## src/rtl/fusioncap_pkg.sv

```systemverilog
// rtl/fusioncap_pkg.sv - shared constants, state type, default weights and output saturation
// Weight/bias arrays hold Q8.8 defaults; deployment replaces them with trained values.
package fusioncap_pkg;

   localparam int N_IN      = 10;
   localparam int N_OUT_MAX = 4;
   localparam int DW        = 16;
   localparam int FRAC      = 8;
   localparam int ACC_W     = 40;
   localparam int KW        = $clog2(N_IN);

   typedef enum logic [1:0] {
      ST_IDLE = 2'd0,
      ST_MAC  = 2'd1,
      ST_OUT  = 2'd2
   } mac_state_t;

   localparam logic signed [ACC_W-1:0] SAT_HI = ACC_W'((64'sd1 <<< (DW-1)) - 64'sd1);
   localparam logic signed [ACC_W-1:0] SAT_LO = ~SAT_HI;

   // Identity weights: neuron n forwards x[n] and adds its own index as bias.
   localparam logic signed [DW-1:0] W_DEF [N_OUT_MAX][N_IN] = '{
      '{16'sd256, 16'sd0, 16'sd0, 16'sd0, 16'sd0, 16'sd0, 16'sd0, 16'sd0, 16'sd0, 16'sd0},
      '{16'sd0, 16'sd256, 16'sd0, 16'sd0, 16'sd0, 16'sd0, 16'sd0, 16'sd0, 16'sd0, 16'sd0},
      '{16'sd0, 16'sd0, 16'sd256, 16'sd0, 16'sd0, 16'sd0, 16'sd0, 16'sd0, 16'sd0, 16'sd0},
      '{16'sd0, 16'sd0, 16'sd0, 16'sd256, 16'sd0, 16'sd0, 16'sd0, 16'sd0, 16'sd0, 16'sd0}
   };

   localparam logic signed [DW-1:0] BIAS_DEF [N_OUT_MAX] = '{16'sd0, 16'sd256, 16'sd512, 16'sd768};

   // Rescale by FRAC (floor), clamp to the DW range, then optional ReLU.
   function automatic logic signed [DW-1:0] sat_relu(input logic signed [ACC_W-1:0] acc,
                                                     input logic relu);
      logic signed [ACC_W-1:0] r;
      r = acc >>> FRAC;
      if (relu && (r < 0))
         return '0;
      if (r > SAT_HI)
         r = SAT_HI;
      else if (r < SAT_LO)
         r = SAT_LO;
      return $signed(r[DW-1:0]);
   endfunction

endpackage

```

## src/rtl/fusioncap_weight_rom.sv

```systemverilog
// rtl/fusioncap_weight_rom.sv - combinational weight/bias lookup for the dense MAC
// Isolated so a registered BRAM can replace it later.
module fusioncap_weight_rom
   import fusioncap_pkg::*;
#(
   parameter int NW = 2
)(
   input  logic [NW-1:0]        i_n,
   input  logic [KW-1:0]        i_k,
   output logic signed [DW-1:0] o_w,
   output logic signed [DW-1:0] o_bias
);

   always_comb begin
      o_w    = '0;
      o_bias = '0;
      if (int'(i_n) < N_OUT_MAX) begin
         o_bias = BIAS_DEF[i_n];
         if (int'(i_k) < N_IN)
            o_w = W_DEF[i_n][i_k];
      end
   end

endmodule

```

## src/rtl/fusioncap_dense_mac.sv

```systemverilog
// rtl/fusioncap_dense_mac.sv - serial fully-connected layer over the 10-sample fusion window
// One MAC per cycle, N_IN cycles per neuron plus one output cycle.
module fusioncap_dense_mac
   import fusioncap_pkg::*;
#(
   parameter int N_OUT = N_OUT_MAX,
   parameter bit RELU  = 1'b1,
   localparam int NW   = (N_OUT > 1) ? $clog2(N_OUT) : 1
)(
   input  logic                 clk,
   input  logic                 rst,
   input  logic                 start,
   input  logic                 in_valid,
   input  logic signed [DW-1:0] x0,
   input  logic signed [DW-1:0] x1,
   input  logic signed [DW-1:0] x2,
   input  logic signed [DW-1:0] x3,
   input  logic signed [DW-1:0] x4,
   input  logic signed [DW-1:0] x5,
   input  logic signed [DW-1:0] x6,
   input  logic signed [DW-1:0] x7,
   input  logic signed [DW-1:0] x8,
   input  logic signed [DW-1:0] x9,
   output logic signed [DW-1:0] odata,
   output logic                 ovalid,
   output logic [NW-1:0]        oidx,
   output logic                 busy,
   output logic                 done
);

   localparam logic [KW-1:0] K_LAST = KW'(N_IN - 1);
   localparam logic [NW-1:0] N_LAST = NW'(N_OUT - 1);

   mac_state_t                r_state, w_state_nxt;
   logic signed [DW-1:0]      r_x [N_IN];
   logic signed [DW-1:0]      w_xin [N_IN];
   logic [NW-1:0]             r_n;
   logic [KW-1:0]             r_k;
   logic signed [ACC_W-1:0]   r_acc;
   logic signed [DW-1:0]      r_odata;
   logic [NW-1:0]             r_oidx;
   logic                      r_ovalid, r_busy, r_done;

   logic [NW-1:0]             w_rom_n;
   logic signed [DW-1:0]      w_w, w_bias;
   logic signed [2*DW-1:0]    w_prod;
   logic signed [ACC_W-1:0]   w_bias_acc;

   assign w_xin = '{x0, x1, x2, x3, x4, x5, x6, x7, x8, x9};

   // Bias lookahead: neuron 0 at capture, neuron n+1 while emitting neuron n.
   assign w_rom_n = (r_state == ST_IDLE) ? '0 :
                    (r_state == ST_OUT)  ? NW'(r_n + 1'b1) : r_n;

   fusioncap_weight_rom #(.NW(NW)) u_rom (
      .i_n    (w_rom_n),
      .i_k    (r_k),
      .o_w    (w_w),
      .o_bias (w_bias)
   );

   assign w_prod     = r_x[r_k] * w_w;
   assign w_bias_acc = ACC_W'(w_bias) <<< FRAC;

   always_ff @(posedge clk) begin
      if (!rst)
         r_state <= ST_IDLE;
      else
         r_state <= w_state_nxt;
   end

   always_comb begin
      w_state_nxt = r_state;
      if (start) begin
         case (r_state)
            ST_IDLE: if (in_valid) w_state_nxt = ST_MAC;
            ST_MAC:  if (r_k == K_LAST) w_state_nxt = ST_OUT;
            ST_OUT:  w_state_nxt = (r_n == N_LAST) ? ST_IDLE : ST_MAC;
            default: w_state_nxt = ST_IDLE;
         endcase
      end
   end

   always_ff @(posedge clk) begin
      if (!rst) begin
         for (int i = 0; i < N_IN; i++)
            r_x[i] <= '0;
         r_n      <= '0;
         r_k      <= '0;
         r_acc    <= '0;
         r_odata  <= '0;
         r_oidx   <= '0;
         r_ovalid <= 1'b0;
         r_busy   <= 1'b0;
         r_done   <= 1'b0;
      end else begin
         r_ovalid <= 1'b0;
         r_done   <= 1'b0;
         if (start) begin
            case (r_state)
               ST_IDLE: begin
                  if (in_valid) begin
                     for (int i = 0; i < N_IN; i++)
                        r_x[i] <= w_xin[i];
                     r_n    <= '0;
                     r_k    <= '0;
                     r_acc  <= w_bias_acc;
                     r_busy <= 1'b1;
                  end
               end
               ST_MAC: begin
                  r_acc <= r_acc + ACC_W'(w_prod);
                  r_k   <= r_k + 1'b1;
               end
               ST_OUT: begin
                  r_odata  <= sat_relu(r_acc, RELU);
                  r_oidx   <= r_n;
                  r_ovalid <= 1'b1;
                  if (r_n == N_LAST) begin
                     r_done <= 1'b1;
                     r_busy <= 1'b0;
                  end else begin
                     r_n   <= r_n + 1'b1;
                     r_k   <= '0;
                     r_acc <= w_bias_acc;
                  end
               end
               default: ;
            endcase
         end
      end
   end

   assign odata  = r_odata;
   assign oidx   = r_oidx;
   assign ovalid = r_ovalid;
   assign busy   = r_busy;
   assign done   = r_done;

endmodule

```

## config.mk

```make
export PLATFORM = sky130hd
export DESIGN_NAME = fusioncap_dense_mac
export DESIGN_NICKNAME = d
export VERILOG_FILES = /design/src/rtl/fusioncap_pkg.sv /design/src/rtl/fusioncap_weight_rom.sv /design/src/rtl/fusioncap_dense_mac.sv
export SDC_FILE = /design/constraint.sdc
export NUM_CORES = 1
export LEC_CHECK = 0
export CORE_UTILIZATION = 35
export DETAILED_ROUTE_END_ITERATION = 10
export HOLD_SLACK_MARGIN = 0.05
export RECOVER_POWER = 100
export SLEW_MARGIN = 10
export SYNTH_ARGS = -nofsm -noshare
export SYNTH_HDL_FRONTEND = slang
export SYNTH_SLANG_ARGS = --single-unit
export TNS_END_PERCENT = 20
```

## constraint.sdc

```tcl
create_clock -name clk -period 15.22 [get_ports clk]
set_input_delay 3.044 -clock clk [delete_from_list [all_inputs] [get_ports clk]]
set_output_delay 3.044 -clock clk [all_outputs]
set_load 0.05 [all_outputs]
```

---- Word-level counts from Yosys, hierarchy flattened ----
Memories as Yosys holds them, arrays and structs flattened. A register that Yosys moved wholly into a read port is not among the register bits.
Cells that the tools add are included.
storage, ports and cells
  output and inout bits ................... 21
  register bits ........................... 69
  word-level logic and storage cells ...... 106
  bits in writable memories ............... 160
  input bits .............................. 164
  memories kept ........................... 1
cells by class
  multiply operators ...................... 1
  bitwise gates (word level) .............. 12
  multiplexer cells ....................... 56
  $lt $le $gt $ge ......................... 6
  reduce and logical (&&, ||, !) cells .... 10
  $add $sub $neg .......................... 3
  equal/unequal tests ..................... 8
memories
  name  words  width  rd ports  clocked after memory_dff  wr ports  RTL line                   text
  r_x   10     16     1         1                         10        fusioncap_dense_mac.sv:35  logic signed [DW-1:0] r_x [N_IN];
operators with widths
  kind                    count
  $bmux W160 S2           1
  $mux W160               2
  $mux W16                19
  $pmux W40 S3            1
  $mux W40                2
  $bmux W16 S4            1
  $add A40 B32 Y40        1
  $bmux W16 S2            1
  $gt A32 B16 Y1 const B  1
  $lt A32 B1 Y1 const B   1
  $lt A32 B16 Y1 const B  1
  $mul A16 B16 Y32        1
  $mux W4                 4
  $mux W1                 15
  $mux W2                 6
  $pmux W4 S3             1
  $reduce_and A4 Y1       3
  $or A1 B1 Y1            10
  $ne A2 B2 Y1 const B    3
  $pmux W2 S3             1
  $reduce_and A3 Y1       2
  $ge A5 B5 Y1 const B    1
  $not A4 Y5              1
  $add A4 B1 Y4 const B   1
  14 further kinds        16

---- Depth between registers and ports, before layout ----
  depth after elaboration ................. 14
  mapped depth ............................ 19
  depth with buffers taken out ............ 18

---- By module ----
From an unflattened synthesis, not the netlist that was laid out.
unflattened totals
  cell total of the unflattened synthesis .. 2198
  area total of the unflattened synthesis .. 22630.5 um^2
by module, submodules not included
  module                times used  cells each  area each (um^2)  seq. area each (um^2)
  fusioncap_dense_mac   1           2163        22363.9           6266.0
  fusioncap_weight_rom  1           35          266.5             0.0

---- Least setup slack after synthesis ----
OpenSTA, ideal clock, no wires.
  kind .................................... in2reg
  start point ............................. in start
  end point ............................... mem r_x[0][0] (enable)
  stages on the path ...................... 3
  library setup time ...................... 0.901 ns
  data arrival time ....................... 14.615 ns
  path buffers ............................ 0
  path slack .............................. -0.296 ns
  data required time ...................... 14.319 ns
  path through ............................ nor2b_1 nand2_1 o21ai_0
RTL lines
  item         RTL line                   text
  from (decl)  fusioncap_dense_mac.sv:12  input logic start,
  to (decl)    fusioncap_dense_mac.sv:35

==> flow_metrics.env <==
export IMPL_path_cells="dlygate4sd3_1 -> nor2b_1 -> nand2_1 -> nor3b_1 -> clkbuf_1 -> and2_1"
export IMPL_violations="capacitance limit, slew limit"
export IMPL_syn_nets=1304
export IMPL_post_cts_setup_buffers=0
export IMPL_arrival_ns=9.62
export IMPL_portBuffers=184
export IMPL_pin_count=185
export IMPL_yosys_warnings=0
export IMPL_synth_area_sq_um=12200
export IMPL_synth_common_cells="and2_1 (183), edfxtp_1 (160), ha_1 (79)"
export IMPL_yosysSeqAreaShare_pct=50.03
export IMPL_totalWireLength_um=28580
export IMPL_synth_enable_flop_cells=160
export IMPL_initialDrtViolationCount=607
export IMPL_cp_num_buf_inv=2
export IMPL_rr_worst_depth=13
export IMPL_clk_path_buf_depth=3
export IMPL_grt_pass1_wl_um=45710
export IMPL_hp_class="reg2reg"
export IMPL_cp_max_fo=126
export IMPL_status="complete, but fails checks"
export IMPL_dieWidth_um=188.7
export IMPL_grt_max_degree=127
export IMPL_h_tree_depth=1
export IMPL_cts_sinks=225
export IMPL_num_antenna_cells=0
export IMPL_criticalPathCategory="in2reg"
export IMPL_worst_pin_slew_ns=4.017
export IMPL_ys_types=64
export IMPL_required_ns=15.62
export IMPL_antenna_found_initial=0
export IMPL_clk_latency_ns=0.56
export IMPL_powerDensity_nw_per_um2=99.89
export IMPL_nets=1463
export IMPL_fin_tns_setup_ns=0
export IMPL_cts_buffers=26
export IMPL_min_period_ns=9.220
export IMPL_areaGrowthSynthToFinish_pct=24.84
export IMPL_ir_worst_vdd_mv=0.08288
export IMPL_hold_end="odata[15]$_SDFFE_PN0P_"
export IMPL_place_congestion=0.9023
export IMPL_finalHoldViolations=0
export IMPL_end_kind="register"
export IMPL_dr_pass1_iters=5
export IMPL_fin_crit_sh_pct=60.58
export IMPL_r2r_end="r_acc[36]$_SDFFE_PN0P_"
export IMPL_root_buffer="clkbuf_16"
export IMPL_avgSynthCellArea_sq_um=11.51
export IMPL_post_cts_resized=0
export IMPL_ys_ff_latch=225
export IMPL_slowest_delay_ns=2.87
export IMPL_die_area_sq_um=35620
export IMPL_drc_errors=0
export IMPL_vias_per_cell=4.999
export IMPL_rsz0062_at_grt="no"
export IMPL_grt_ovfl_total=0
export IMPL_p_leak_nw=5.767
export IMPL_cap_viol_max_count=4
export IMPL_synth_async_reset_ratio_pct=0
export IMPL_synth_flop_cell="edfxtp_1"
export IMPL_cp_start_kind="input port"
export IMPL_core_rowCount=68
export IMPL_r2r_setup_slack_ns=6.95
export IMPL_synth_top_area_share_pct=39.37
export IMPL_cts_tree="done"
export IMPL_skew_ns=0.02694
export IMPL_grt_pass1_vias=8479
export IMPL_initial_core_util_pct=35.42
export IMPL_core_sq_um=34460
export IMPL_fill_cells=3198
export IMPL_holdCritStartpoint="odata[15]$_SDFFE_PN0P_"
export IMPL_dp_cells=1646
export IMPL_finalNonFillerCells=1691
export IMPL_cts_hold_buf=0
export IMPL_slowest_stage="clkbuf_1"
export IMPL_max_slew_margin_pct=-167.8
export IMPL_finish_utilization_pct=44.22
export IMPL_layout_drive_gt1_share_pct=6.877
export IMPL_synth_cells=1060
export IMPL_vias=8454
export IMPL_grt_usage_pct=16.24
export IMPL_path_delay_family="buffers and inverters"
export IMPL_synth_most_common_cell="and2_1"
export IMPL_ant_nets=0
export IMPL_synthTopCellsByArea="edfxtp_1 (39%), dfxtp_1 (11%), and2_1 (9.4%)"
export IMPL_hold_depth=1
export IMPL_finalSetupViolations=0
export IMPL_max_freq_ghz=0.1085
export IMPL_routedWlPerCell_um=16.90
export IMPL_drv_slew=285
export IMPL_dp_hpwl_um=21120
export IMPL_yosys_area_top_type="edfxtp_1"
export IMPL_clk_pin_slew_ns=0.06
export IMPL_fp_dieH_um=188.7
routing by layer:
metal / part of all wire [%] / global-route usage, % / up-vias / wire [um]
met5: 0 / 0 / - / 0
met4: 1.8 / 3.536 / 0 / 507
met3: 4.6 / 2.477 / 33 / 1321
met2: 46 / 26.67 / 224 / 13280
met1: 47 / 22.56 / 4005 / 13460
li1: - / - / 4192 / -
logic make-up (layout without fill, tap and decap cells):
| family | count (synthesis) | after routing | synth area share, % |
|---|---|---|---|
| simple gates | 385 | 385 | 17.64 |
| compound gates | 195 | 195 | 10.75 |
| mux | 52 | 52 | 7.546 |
| buf+inv | 79 | 255 | 2.604 |
| flops | 225 | 225 | 50.03 |
| fa+ha+maj | 80 | 80 | 8.263 |
| xor+xnor | 44 | 44 | 3.158 |
power by group:
part / internal, mW / total (mW) / switching [mW] / leakage, nW
Sequential: 0.694 / 0.708 / 0.0139 / 2.22
Clock: 0.359 / 0.605 / 0.245 / 0.408
Combinational: 0.103 / 0.209 / 0.106 / 3.14
sequential cells by signal (all words and copies together) (netlist names), named ones only:
name,cells
r_x,160
r_n,2
ovalid,1
done,1
r_k,4
oidx,2
r_acc,32
odata,16
r_state,2
busy,1
layout by cell type (no fill, tap or decap), types with 4 or more instances in the layout:
cell,Yosys,final
a211oi_1,32,32
a21boi_0,4,4
a21o_1,8,8
a21oi_1,45,46
a22oi_1,6,6
a31oi_1,7,7
and2_0,0,113
and2_1,183,70
buf_4,1,5
clkbuf_1,52,10
clkbuf_16,0,26
clkdlybuf4s50_1,0,161
clkinv_2,0,5
dfxtp_1,65,64
dlygate4sd3_1,0,23
edfxtp_1,160,160
ha_1,79,79
inv_1,16,16
mux2i_1,20,20
mux4_2,32,32
nand2_1,54,54
nand3_1,8,8
nand4_1,5,5
nor2_1,40,40
nor2b_1,48,48
nor3_1,22,22
nor4_1,6,6
o211ai_1,4,4
o21a_1,9,9
o21ai_0,39,40
o22ai_1,4,4
o31ai_1,4,4
xnor2_1,17,17
xor2_1,27,27
stage by stage:
step | power, mW | setup slack (ns) | area [sq um] | hold slack [ns]
floorplan | 0.8516 | 4.024 | 12200 | 0.4539
global placement | 0.9299 | 8.727 | 14450 | 0.4671
detailed placement | 0.9318 | 8.662 | 14450 | 0.4752
CTS | 1.539 | 9.212 | 15290 | 0.4861
global route | 1.589 | 4.843 | 15240 | 0.4972
finish | 1.522 | 6.000 | 15240 | 0.4758
area by class of cell:
type | count | area, sq um | area share, %
Clock inverter | 11 | 130.1 | 0.8541
Sequential cell | 225 | 6110 | 40.10
Tap cell | 455 | 569.3 | 3.737
Inverter | 16 | 60.06 | 0.3942
Multi-Input combinational cell | 756 | 5764 | 37.83
Clock buffer | 34 | 704.4 | 4.623
Timing Repair Buffer | 194 | 1898 | 12.46
how the worst max path moves through the flow:
stage / slack, ns / from / depth (start not counted) / end
6_report: 6.00 / start / 6 / r_x[5][8]$_SDFFCE_PN0P_
5_1_grt: 4.84 / start / 6 / r_x[6][2]$_SDFFCE_PN0P_
4_1_cts: 9.21 / start / 6 / r_x[5][2]$_SDFFCE_PN0P_
3_5_place_dp: 8.66 / start / 6 / r_x[7][12]$_SDFFCE_PN0P_
3_3_place_gp: 8.73 / start / 6 / r_x[6][12]$_SDFFCE_PN0P_
2_1_floorplan: 4.02 / start / 3 / r_x[0][0]$_SDFFCE_PN0P_
(Power assumes the default switching activity.)
